==> src/rtl/atomic_alu_pkg.sv <==
// Shared types and opcode constants for the atomic ALU controller.
// The state encoding is visible to every file that imports this package.
package atomic_alu_pkg;

    typedef enum logic [2:0] {
        IDLE     = 3'd0,
        EXEC     = 3'd1,
        CAS_CMP  = 3'd2,
        CAS_SWAP = 3'd3,
        DONE     = 3'd4
    } state_t;

    localparam logic [2:0] OP_ADD = 3'b000;
    localparam logic [2:0] OP_SUB = 3'b001;
    localparam logic [2:0] OP_AND = 3'b010;
    localparam logic [2:0] OP_OR  = 3'b011;
    localparam logic [2:0] OP_XOR = 3'b100;
    localparam logic [2:0] OP_CAS = 3'b111;

endpackage

==> src/rtl/param_atomic_controller_if.sv <==
// Command handshake and external ALU bus for param_atomic_controller.
// slave is the controller side, master is the host/ALU side.
interface param_atomic_controller_if #(
    parameter int DATA_W = 32,
    parameter int NREGS  = 8
) ();
    localparam int AW    = $clog2(NREGS);
    localparam int CMD_W = 3 + 3 * AW;

    logic              cmd_valid;
    logic              cmd_ready;
    logic [CMD_W-1:0]  cmd;
    logic [2:0]        alu_op;
    logic [DATA_W-1:0] alu_a;
    logic [DATA_W-1:0] alu_b;
    logic [DATA_W-1:0] alu_y;
    logic              alu_z;
    logic              done;
    logic              cas_success;

    modport slave (
        input  cmd_valid, cmd, alu_y, alu_z,
        output cmd_ready, alu_op, alu_a, alu_b, done, cas_success
    );

    modport master (
        output cmd_valid, cmd, alu_y, alu_z,
        input  cmd_ready, alu_op, alu_a, alu_b, done, cas_success
    );
endinterface

==> src/rtl/param_regfile.sv <==
// Register file: three combinational read ports, two write ports, async clear.
// Port B exists only so a swap can update two registers on one edge.
module param_regfile #(
    parameter int DATA_W = 32,
    parameter int NREGS  = 8
) (
    input  logic                     clk,
    input  logic                     rst_n,
    input  logic [$clog2(NREGS)-1:0] ra0,
    input  logic [$clog2(NREGS)-1:0] ra1,
    input  logic [$clog2(NREGS)-1:0] ra2,
    output logic [DATA_W-1:0]        rd0,
    output logic [DATA_W-1:0]        rd1,
    output logic [DATA_W-1:0]        rd2,
    input  logic                     we_a,
    input  logic [$clog2(NREGS)-1:0] wa_a,
    input  logic [DATA_W-1:0]        wd_a,
    input  logic                     we_b,
    input  logic [$clog2(NREGS)-1:0] wa_b,
    input  logic [DATA_W-1:0]        wd_b,
    output logic [DATA_W-1:0]        last_q
);
    logic [DATA_W-1:0] regs [NREGS];

    always_ff @(posedge clk or negedge rst_n) begin
        if (!rst_n) begin
            for (int unsigned i = 0; i < NREGS; i++) begin
                regs[i] <= '0;
            end
        end else begin
            if (we_a) regs[wa_a] <= wd_a;
            if (we_b) regs[wa_b] <= wd_b;
        end
    end

    assign rd0    = regs[ra0];
    assign rd1    = regs[ra1];
    assign rd2    = regs[ra2];
    assign last_q = regs[NREGS-1];
endmodule

==> src/rtl/param_atomic_controller.sv <==
// Command sequencer driving an external ALU: plain ALU ops write R[a3],
// CAS compares R[a1]/R[a2] and on match swaps R[a1] with R[a3].
module param_atomic_controller
    import atomic_alu_pkg::*;
#(
    parameter int DATA_W = 32,
    parameter int NREGS  = 8
) (
    input  logic                     clk,
    input  logic                     rst_n,
    param_atomic_controller_if.slave bus,
    input  logic                     wr_en,
    input  logic [$clog2(NREGS)-1:0] wr_addr,
    input  logic [DATA_W-1:0]        wr_data,
    output logic [DATA_W-1:0]        reg_last
);
    localparam int AW    = $clog2(NREGS);
    localparam int CMD_W = 3 + 3 * AW;

    state_t            state;
    logic [2:0]        opcode;
    logic [AW-1:0]     a1, a2, a3;
    logic              match;
    logic              rdy_q, done_q, cas_q;
    logic              accept;
    logic [CMD_W-1:0]  cmd_w;

    logic [DATA_W-1:0] rd0, rd1, rd2;
    logic              we_a, we_b;
    logic [AW-1:0]     wa_a, wa_b;
    logic [DATA_W-1:0] wd_a, wd_b;

    assign cmd_w           = bus.cmd;
    assign accept          = bus.cmd_valid && rdy_q;
    assign bus.cmd_ready   = rdy_q;
    assign bus.done        = done_q;
    assign bus.cas_success = cas_q;

    // ALU drive and write-port steering; reads always see pre-edge contents.
    always_comb begin
        bus.alu_op = '0;
        bus.alu_a  = '0;
        bus.alu_b  = '0;
        we_a       = 1'b0;
        wa_a       = '0;
        wd_a       = '0;
        we_b       = 1'b0;
        wa_b       = '0;
        wd_b       = '0;
        case (state)
            IDLE: begin
                we_a = wr_en;
                wa_a = wr_addr;
                wd_a = wr_data;
            end
            EXEC: begin
                bus.alu_op = opcode;
                bus.alu_a  = rd0;
                bus.alu_b  = rd1;
                we_a       = 1'b1;
                wa_a       = a3;
                wd_a       = bus.alu_y;
            end
            CAS_CMP: begin
                bus.alu_op = OP_SUB;
                bus.alu_a  = rd0;
                bus.alu_b  = rd1;
            end
            CAS_SWAP: begin
                if (match && (a1 != a3)) begin
                    we_a = 1'b1;
                    wa_a = a1;
                    wd_a = rd2;
                    we_b = 1'b1;
                    wa_b = a3;
                    wd_b = rd0;
                end
            end
            default: ;
        endcase
    end

    always_ff @(posedge clk or negedge rst_n) begin
        if (!rst_n) begin
            state  <= IDLE;
            opcode <= '0;
            a1     <= '0;
            a2     <= '0;
            a3     <= '0;
            match  <= 1'b0;
            rdy_q  <= 1'b0;
            done_q <= 1'b0;
            cas_q  <= 1'b0;
        end else begin
            case (state)
                IDLE: begin
                    rdy_q <= 1'b1;
                    if (accept) begin
                        opcode <= cmd_w[CMD_W-1 -: 3];
                        a1     <= cmd_w[3*AW-1 -: AW];
                        a2     <= cmd_w[2*AW-1 -: AW];
                        a3     <= cmd_w[AW-1:0];
                        rdy_q  <= 1'b0;
                        state  <= (cmd_w[CMD_W-1 -: 3] == OP_CAS) ? CAS_CMP : EXEC;
                    end
                end
                EXEC: begin
                    done_q <= 1'b1;
                    cas_q  <= 1'b0;
                    state  <= DONE;
                end
                CAS_CMP: begin
                    match <= bus.alu_z;
                    state <= CAS_SWAP;
                end
                CAS_SWAP: begin
                    done_q <= 1'b1;
                    cas_q  <= match;
                    state  <= DONE;
                end
                DONE: begin
                    done_q <= 1'b0;
                    cas_q  <= 1'b0;
                    rdy_q  <= 1'b1;
                    state  <= IDLE;
                end
                default: state <= IDLE;
            endcase
        end
    end

    param_regfile #(
        .DATA_W (DATA_W),
        .NREGS  (NREGS)
    ) u_rf (
        .clk    (clk),
        .rst_n  (rst_n),
        .ra0    (a1),
        .ra1    (a2),
        .ra2    (a3),
        .rd0    (rd0),
        .rd1    (rd1),
        .rd2    (rd2),
        .we_a   (we_a),
        .wa_a   (wa_a),
        .wd_a   (wd_a),
        .we_b   (we_b),
        .wa_b   (wa_b),
        .wd_b   (wd_b),
        .last_q (reg_last)
    );
endmodule

==> src/flat_wrapper.sv <==
// flat-port wrapper written by rule: the top's interface ports become plain ports
module param_atomic_controller_flat import atomic_alu_pkg::*;
#(
    parameter int DATA_W = 32,
    parameter int NREGS  = 8
)
  (clk, rst_n, wr_en, wr_addr, wr_data, reg_last, bus_cmd_valid, bus_cmd, bus_alu_y, bus_alu_z, bus_cmd_ready, bus_alu_op, bus_alu_a, bus_alu_b, bus_done, bus_cas_success);
  param_atomic_controller_if #(.DATA_W(DATA_W), .NREGS(NREGS)) bus_i ();
  input  logic clk;
  input  logic rst_n;
  input  logic wr_en;
  input  logic [$clog2(NREGS)-1:0] wr_addr;
  input  logic [DATA_W-1:0] wr_data;
  output logic [DATA_W-1:0] reg_last;
  input wire logic [$bits(bus_i.cmd_valid)-1:0] bus_cmd_valid;
  input wire logic [$bits(bus_i.cmd)-1:0] bus_cmd;
  input wire logic [$bits(bus_i.alu_y)-1:0] bus_alu_y;
  input wire logic [$bits(bus_i.alu_z)-1:0] bus_alu_z;
  output wire logic [$bits(bus_i.cmd_ready)-1:0] bus_cmd_ready;
  output wire logic [$bits(bus_i.alu_op)-1:0] bus_alu_op;
  output wire logic [$bits(bus_i.alu_a)-1:0] bus_alu_a;
  output wire logic [$bits(bus_i.alu_b)-1:0] bus_alu_b;
  output wire logic [$bits(bus_i.done)-1:0] bus_done;
  output wire logic [$bits(bus_i.cas_success)-1:0] bus_cas_success;
  assign bus_i.cmd_valid = bus_cmd_valid;
  assign bus_i.cmd = bus_cmd;
  assign bus_i.alu_y = bus_alu_y;
  assign bus_i.alu_z = bus_alu_z;
  assign bus_cmd_ready = bus_i.cmd_ready;
  assign bus_alu_op = bus_i.alu_op;
  assign bus_alu_a = bus_i.alu_a;
  assign bus_alu_b = bus_i.alu_b;
  assign bus_done = bus_i.done;
  assign bus_cas_success = bus_i.cas_success;
  param_atomic_controller #(.DATA_W(DATA_W), .NREGS(NREGS)) u_core (.clk(clk), .rst_n(rst_n), .bus(bus_i), .wr_en(wr_en), .wr_addr(wr_addr), .wr_data(wr_data), .reg_last(reg_last));
endmodule
==> config.mk <==
export PLATFORM = sky130hd
export DESIGN_NAME = param_atomic_controller_flat
export DESIGN_NICKNAME = d
export VERILOG_FILES = /design/src/rtl/atomic_alu_pkg.sv /design/src/rtl/param_atomic_controller_if.sv /design/src/rtl/param_regfile.sv /design/src/rtl/param_atomic_controller.sv /design/src/flat_wrapper.sv
export SDC_FILE = /design/constraint.sdc
export NUM_CORES = 1
export LEC_CHECK = 0
export ABC_CLOCK_PERIOD_IN_PS = 4900
export BUFFER_PORTS_ARGS = -buffer_cell sky130_fd_sc_hd__buf_2
export CAP_MARGIN = 20
export CORE_ASPECT_RATIO = 0.7
export CORE_MARGIN = 5
export CORE_UTILIZATION = 50
export DETAILED_ROUTE_END_ITERATION = 8
export MAX_ROUTING_LAYER = met4
export PLACE_DENSITY = 0.69
export REMOVE_ABC_BUFFERS = 1
export SLEW_MARGIN = 20
export SYNTH_ARGS = -nofsm -noshare
export SYNTH_HDL_FRONTEND = slang
export SYNTH_SLANG_ARGS = --single-unit
==> constraint.sdc <==
create_clock -name clk -period 4.9 [get_ports clk]
set_clock_uncertainty 0.15 [all_clocks]
set_input_delay 0.735 -clock clk [delete_from_list [all_inputs] [get_ports clk]]
set_output_delay 0.735 -clock clk [all_outputs]
set_load 0.05 [all_outputs]
==> results.txt, run 1 <==
Setup violations remaining at the end of the flow were counted as 0. The height of the die was 180 µm; the largest net degree at the start of global routing was 89. Detailed routing inserted a total of 19668 vias.

The average footprint of a synthesized cell came out at 9.58 µm². The share of flip-flops with an asynchronous set or reset after synthesis came out at 100%. For the number of rows created at floorplan, the log shows 62. The tools report the worst reg2reg path endpoint as u_core.u_rf.last_q[16].

For flop-to-flop paths, the worst setup slack is 1.15 ns. Post-synthesis cell type with the largest combined area: sky130_fd_sc_hd__dfrtp_1. Launch instance of the worst register-to-register path: u_core.state[0].

The first global-routing pass estimated 120000 µm of wire. The repair_antennas step left the layout with diodes totalling 0. The clock period minus worst slack was 4.21 ns; the fraction of met3 tracks used by global routing was 11.4%. Setup repair after global routing left no endpoint under its margin.

For the number of setup buffers added after CTS, the log shows 0. Sorting the synthesized cells by area gives the leading types as sky130_fd_sc_hd__dfrtp_1 (33%), sky130_fd_sc_hd__mux4_2 (21%), sky130_fd_sc_hd__nand2_1 (11%). Counting tap cells, the placed design contains a total of 2686 instances. The post-synthesis register bit count came out at 275. After the last flow step, the layout net total stands at 2257. The dominant combinational cell family by area after synthesis was multiplexers. The area enclosed by the die boundary is 45600 µm², and the detailed-routing iteration count for the pre-antenna-repair pass is 7. TritonCTS built the clock tree.

The post-synthesis cell count was 2157; the largest incremental delay on the critical path was 0.85 ns. After filler insertion, the fill cell instance count of the layout stands at 3567. Global routing used 34.6% of the available tracks across all layers.

Among all stages on the critical path, the largest delay is contributed by sky130_fd_sc_hd__dfrtp_2. In this run the static leakage power is 8.90 nW. The worst reg-to-reg path cell count was 6.

The final reports fail on negative hold slack. The total routed wirelength came out at 78700 µm. The count of input and output buffers is 185. The global routing stage identified its most utilized layer as met2. The sequential cell area fraction in the yosys report is 33.3%, and the maximum clock frequency is 238 MHz. The adder-cell share of the synthesized area is 0%, and the power density relative to cell area is 877 nW/µm². CTS clock-pin slew for the worst setup and hold paths: 0.06 ns. The worst setup path is launched from a flop. For the worst relative slew slack, the log shows 34.0%.

The tree is rooted in a sky130_fd_sc_hd__clkbuf_16. The final standard cell count with taps included and fillers excluded came out at 2738. The slew at the pin with the worst max-slew slack was 0.991 ns; the highest fanout seen on the critical path was 43.

The tools report the core occupancy in the finished layout as 55.3%. The H-tree level count came out at 1. The setup path with the least slack is of type flop to primary output. In the routed design, unresolved DRC markers number 0. The top flip-flop cell by instance count after synthesis was sky130_fd_sc_hd__dfrtp_1.

The longest clock path from root to sink contains 3 buffers. Counting distinct cell types in the post-synthesis netlist gives 56. The tools report the TritonCTS buffer count as 29.

Of the cells placed in the final design, the portion with a size suffix greater than 1 is 25.9%. The initial antenna violation count was 0; the relative area change from synthesis to final layout was 9.50%. Portion of the clock cycle consumed by the worst path in the final layout: 85.9%. Summing every instance area after synthesis gives 20700 µm².

The number of flops mapped to enable cells by yosys came out at 0. The logs give 45.7% for the global routing usage on met1 and 19655 for the number of global-route vias before repair. STA classifies the critical path endpoint as a primary output. The met2 track demand over resource came out at 49.1%.

The routed length per placed instance is 28.7 µm. The tools report the critical path capture point as bus_alu_a[7]. The mux contribution to synthesized area works out to 26.3%. The synthesized netlist devotes 0.363% of its cell area to XOR and XNOR gates. The synthesized design devotes to its leading area cell type 33.3% of total area. The tools report the critical path required time as 4.01 ns.

The run gives 2656 as the initial DRC count. The kind of cell with the highest combined delay along the critical path is buffers and inverters. The leftover overflow at the end of global routing came out at 0. The count of nets left with antenna violations once routing finished came out at 0. The critical path crosses 6 cells after its start point. Gates resized during post-CTS repair numbered 0. VDD sags by at most 0.509 mV.

Yosys printed 0 warnings. For the number of failing hold endpoints at the final stage, the log shows 1. The worst hold margin came out at -0.0000653 ns. The initial standard-cell utilization of the core was 50.5%; the total count of max-transition violations in the final report was 0. For this design the top-level I/O count stands at 186.

The total number of clock tree sinks came out at 275. The critical path contains buffers and inverters numbering 3 combined. Summing the areas of all compound-gate instances in the mapped netlist gives 13.3% of the synthesized area. Traced cell by cell, the critical path runs through buf_4 -> nand2b_1 -> a21o_2 -> buf_12 -> a21oi_1 -> buf_2. Summed over all nets, the half-perimeter wirelength after detailed placement is 47200 µm. The floorplan die width is 253 µm, and the hold buffer count at cts is 0.

After floorplanning, the core was sized to cover 41000 µm². The critical path starts at u_core.state[0]. The flow ran to the end, but the final reports show violations.

For the worst setup path, the data arrival time is 3.32 ns. The tool flagged a number of max-cap violations equal to 0. The post-synthesis simple-gate area fraction was 20.0%; the via count normalized by instance count was 7.18. At the end of routability-driven placement, the weighted congestion stood at 0.900. The tightest min-delay check is of the input port to asynchronous set/reset pin type. The tools report the clock latency at the later pin of the worst-skew pair as 0.59 ns.
-- worst register-to-register path, delay by kind of cell, from the launching register on --
| family | cells | cell delay, ns |
|---|---|---|
| compound gates | 2 | 0.39 |
| flops | 1 | 0.85 |
| buf+inv | 1 | 0.46 |
| simple gates | 3 | 1.77 |
-- layout by cell type, fill, tap and decap left out, drive strengths merged, types with 2 or more instances in the layout --
cell,count
buf,248
nor3,5
a31oi,3
xnor2,3
o22ai,33
nor2,42
a311oi,2
mux2,12
o311ai,2
and3,4
clkinv,11
xor2,3
mux2i,97
mux4,192
o21a,2
nand4,67
nand2b,3
bufinv,8
nand2,627
o211ai,255
nand3,190
o31ai,2
dfrtp,275
clkbuf,31
nor4,2
and2,11
o21ai,6
nand3b,2
inv,4
and3b,2
clkinvlp,2
a21oi,37
-- kinds of logic after synthesis --
kind of cell	count (synthesis)
and+or+nand+nor	960
AOI/OAI and AO/OA	348
muxes	301
DFF	275
buffers and inverters	267
xor gates and xnor gates	6
-- per-layer routing --
layer  vias to the layer above  wire length [µm]
met2                      1702             33900
met4                         0              4290
met1                      9635             29000
met5                         -                 0
met3                       321             11500
li1                       8010                 -
-- report_power, final --
part | leakage, nW | internal (mW) | switching [mW]
clock network | 0.523 | 1.52 | 1.03
logic | 5.02 | 4.60 | 7.51
registers | 3.35 | 3.40 | 1.79
-- state kept, by name, summed over array words and instances (netlist names) --
signal / count
u_core.a1: 3
u_core.a2: 3
u_core.a3: 3
u_core.bus.cas_success: 1
u_core.bus.cmd_ready: 1
u_core.bus.done: 1
u_core.match: 1
u_core.opcode: 3
u_core.state: 3
u_core.u_rf.last_q: 32
u_core.u_rf.regs: 224
-- layout make-up --
cell class | instances | area [µm²] | share of cell area [%]
Timing Repair Buffer | 248 | 1530 | 6.78
Multi-Input combinational cell | 1615 | 12400 | 55.0
Tap cell | 544 | 681 | 3.01
Clock buffer | 31 | 743 | 3.28
Inverter | 4 | 15.0 | 0.0663
Sequential cell | 275 | 6910 | 30.5
Clock inverter | 21 | 314 | 1.39
-- stage by stage --
stage / worst slack (ns) / total power, mW / cell area (µm²) / setup TNS (ns)
global route: 0.656 / 20.7 / 22600 / 0
finish: 0.692 / 19.8 / 22600 / 0
floorplan: -2.67 / 13.4 / 19300 / -521.14
CTS: 0.712 / 19.5 / 22600 / 0
detailed placement: 1.24 / 17.0 / 21600 / 0
global placement: 1.36 / 16.7 / 21600 / 0
-- synthesized netlist by cell type (5+ instances only) --
cell type and n:
sky130_fd_sc_hd__buf_1 14, sky130_fd_sc_hd__buf_2 111, sky130_fd_sc_hd__nand4_1 67, sky130_fd_sc_hd__nand2_1 627, sky130_fd_sc_hd__nor2_1 41, sky130_fd_sc_hd__mux2i_1 97
sky130_fd_sc_hd__nand3_1 190, sky130_fd_sc_hd__o21ai_0 5, sky130_fd_sc_hd__o22ai_2 31, sky130_fd_sc_hd__a21oi_1 37, sky130_fd_sc_hd__and2_1 8, sky130_fd_sc_hd__mux2_2 12
sky130_fd_sc_hd__clkbuf_1 77, sky130_fd_sc_hd__buf_4 50, sky130_fd_sc_hd__buf_6 11, sky130_fd_sc_hd__o211ai_1 253, sky130_fd_sc_hd__dfrtp_1 275, sky130_fd_sc_hd__mux4_2 192
-- how the worst min path moves through the flow --
| stage | slack [ns] | end | startpoint | depth (start not counted) |
|---|---|---|---|---|
| after floorplan | 0.29 | u_core.a1[0] | rst_n | 0 |
| after global placement | 0.35 | u_core.opcode[2] | u_core.opcode[2] | 1 |
| after detailed placement | 0.35 | u_core.opcode[1] | u_core.opcode[1] | 1 |
| after CTS | 0.04 | u_core.u_rf.regs[72] | rst_n | 1 |
| after global routing | 0.04 | u_core.u_rf.regs[72] | rst_n | 1 |
| final | -0.00007 | u_core.u_rf.regs[72] | rst_n | 1 |
(Power assumes the default switching activity.)
==> run 2: changes to the inputs <==
--- a/config.mk
+++ b/config.mk
@@ -14,7 +14,9 @@
 export DETAILED_ROUTE_END_ITERATION = 8
 export MAX_ROUTING_LAYER = met4
 export PLACE_DENSITY = 0.69
+export RECOVER_POWER = 100
 export REMOVE_ABC_BUFFERS = 1
+export SETUP_SLACK_MARGIN = 0.2
 export SLEW_MARGIN = 20
 export SYNTH_ARGS = -nofsm -noshare
 export SYNTH_HDL_FRONTEND = slang
==> run 2 against run 1 <==
Compared with the run above: the run ends with max-capacitance violations, max-slew violations left; design area is 1.6% lower; wire length is 0.13% higher; fmax is 6.8% lower; sequential power hardly changed; non-clock buffer count stayed put; hold slack better by 0.22 ns; global-route usage stayed put; cell count hardly changed; die area stayed put; first-iteration DRC count is 2.4% higher; highest routed layer unchanged.
==> results.txt, run 2 (synthesized netlist as in run 1, its figures left out) <==
Counting flops per register, the top entry is u_core.u_rf.regs. At the worst endpoint, the arrival time is 3.63 ns. Across every metal layer, demand over resource in global routing totals 34.6%. STA puts the critical path data required time at 4.01 ns. For this design the top-level I/O count stands at 186.

Across the VDD grid, the largest voltage drop is 0.486 mV. Number of flip-flops under the largest register name: 224. The post-route netlist has 20.0% of its cells at a drive strength greater than 1. No sink is reached through more buffers than the 3 on the longest clock path. The endpoint identified for the worst register-to-register timing path is u_core.u_rf.regs[82].

For the count of maximum capacitance violations, the log shows 3. The net count reported at finish was 2257. The floorplan die width is 253 µm.

The number of setup buffers added after CTS is 0. Largest net degree at the start of global routing: 89. The logs give 0.900 for the weighted congestion at the end of routability-driven global placement and 0.59 ns for the clock latency at the later pin of the worst-skew pair. Setup total negative slack on the finished layout was measured at 0 ns. After layout, the worst path uses 92.2% of the clock period. TritonCTS built the clock tree. The region available for standard cell placement spans 41000 µm². The run gives 19655 as the number of global-route vias before repair. Setup slack on the worst reg-to-reg path comes out at 0.59 ns. The checks that failed: max-capacitance violations, max-slew violations. TritonCTS created 29 clock buffers. Gates resized during post-CTS repair numbered 0.

Row generation in the floorplan step produced 62 rows. The library cells used most frequently in the layout, excluding fill and tap cells, are sky130_fd_sc_hd__nand2_1 (627), sky130_fd_sc_hd__dfrtp_1 (266), sky130_fd_sc_hd__o211ai_1 (254). The run gives 120000 µm as the first-pass GRT wire length.

Setup repair after global routing left no endpoint under its margin. The final route contains 19682 vias. Input and output buffers added on the ports amount to 185. The worst hold margin was 0.225 ns; the number of instances on the worst hold path was 2. The startpoint identified for the worst register-to-register timing path is u_core.a1[0]. The initial standard-cell utilization of the core came out at 50.5%.

The tools report the endpoint of the worst hold path as u_core.a3[2]. The tools report the hold path startpoint as bus_cmd[2]. The total count of max-transition violations in the final report was 157. Leading cell type in the layout, fill and taps excluded: sky130_fd_sc_hd__nand2_1. The tools report the hold buffer count at cts as 0.

For this design the static power due to leakage is 8.48 nW. Setup violations remaining at the end of the flow were counted as 0. The tightest min-delay check is of the input port to flop type.

The initial antenna violation count is 1, and the placed wire-length estimate is 47200 µm. For the remaining number of nets flagged by the antenna check after routing, the log shows 0. The type of destination of the critical path was a primary output. The run finished, with violations left. Dividing total power by cell area gives a power density of 881 nW/µm².

The via count normalized by instance count works out to 7.19. Clock tree synthesis selected as its root buffer the cell sky130_fd_sc_hd__clkbuf_16. The die covers 45600 µm². In this run the vertical extent of the chip is 180 µm.

The total routed wirelength was 78800 µm; the clock period minus worst slack was 4.52 ns. In this run the worst path has a maximum fanout of 43. Before antenna repair, the detailed router went through 6 iterations. For the total number of clock tree sinks, the log shows 275.

The CTS clock-pin slew for the worst setup and hold paths was 0.06 ns; the worst relative slew slack was -65.8%. After detailed routing, the average wire length per cell comes to 28.8 µm. The number of cells on the worst reg-to-reg path is 6. Timing would allow up to 221 MHz. STA classifies the critical path startpoint as a flop.

The tools report the number of failing hold endpoints at the final stage as 0. The slew at the pin with the worst max-slew slack was 2.49 ns. The tools report the total design power as 19.6 mW. Post-detailed-route DRC marker count: 0.

From synthesis to final layout, the design area changed by 7.71%. The leftover overflow at the end of global routing was 0. H-tree level count: 1. In this run, the number of DRC markers left after iteration 0 of detailed routing was 2719. Classification of the worst setup path: flop to primary output.
[run 2: through the flow]
step                setup slack, ns  util (%)  std cells  instance area, µm²
floorplan                     -2.67         -       1894               19300
global placement               1.36      52.7       2686               21600
detailed placement             1.24      52.7       2686               21600
CTS                           0.712      55.3       2738               22600
global route                  0.328      54.4       2739               22300
finish                        0.385      54.4       2739               22300
[run 2: cell type report]
cell class / count / area (µm²)
inverters: 4 / 15.0
multi-input cells: 1615 / 12200
fillers: 3666 / 18700
diodes: 1 / 2.50
flip-flops and latches: 275 / 6900
clock buffers: 31 / 743
repair buffers: 248 / 1380
well taps: 544 / 681
clock inverters: 21 / 314
[run 2: worst max path at each step]
stage	slack, ns	cells after the start	endpoint	startpoint
after floorplan	-2.67	5	u_core.u_rf.regs[160]	u_core.a3[0]
after detailed placement	1.24	6	u_core.u_rf.last_q[22]	u_core.state[0]
final	0.38	6	bus_alu_b[30]	u_core.state[0]
after global placement	1.36	6	bus_alu_a[7]	u_core.state[0]
after CTS	0.71	6	bus_alu_a[7]	u_core.state[0]
after global routing	0.33	6	bus_alu_b[18]	u_core.state[0]
[run 2: power breakdown]
group	leakage [nW]	switching (mW)	total, mW	internal (mW)
Combinational	4.60	7.44	11.9	4.43
Clock	0.523	1.03	2.55	1.52
Sequential	3.35	1.79	5.19	3.40
Total	8.48	10.3	19.6	9.34
[run 2: metal layers]
metal / up-vias / routed length, µm / global-route usage [%]
li1: 8018 / - / -
met1: 9618 / 28900 / 45.7
met2: 1742 / 34100 / 49.1
met3: 304 / 11700 / 11.4
met4: 0 / 4120 / 14.9
met5: - / 0 / -
[run 2: worst max-delay path: stages (launching register included)]
cell and delay, ns:
sky130_fd_sc_hd__dfrtp_2 0.85, sky130_fd_sc_hd__buf_4 0.46, sky130_fd_sc_hd__nand2b_1 0.18, sky130_fd_sc_hd__a21o_1 0.79, sky130_fd_sc_hd__buf_12 0.32, sky130_fd_sc_hd__nor2_1 0.09, sky130_fd_sc_hd__clkbuf_1 0.30
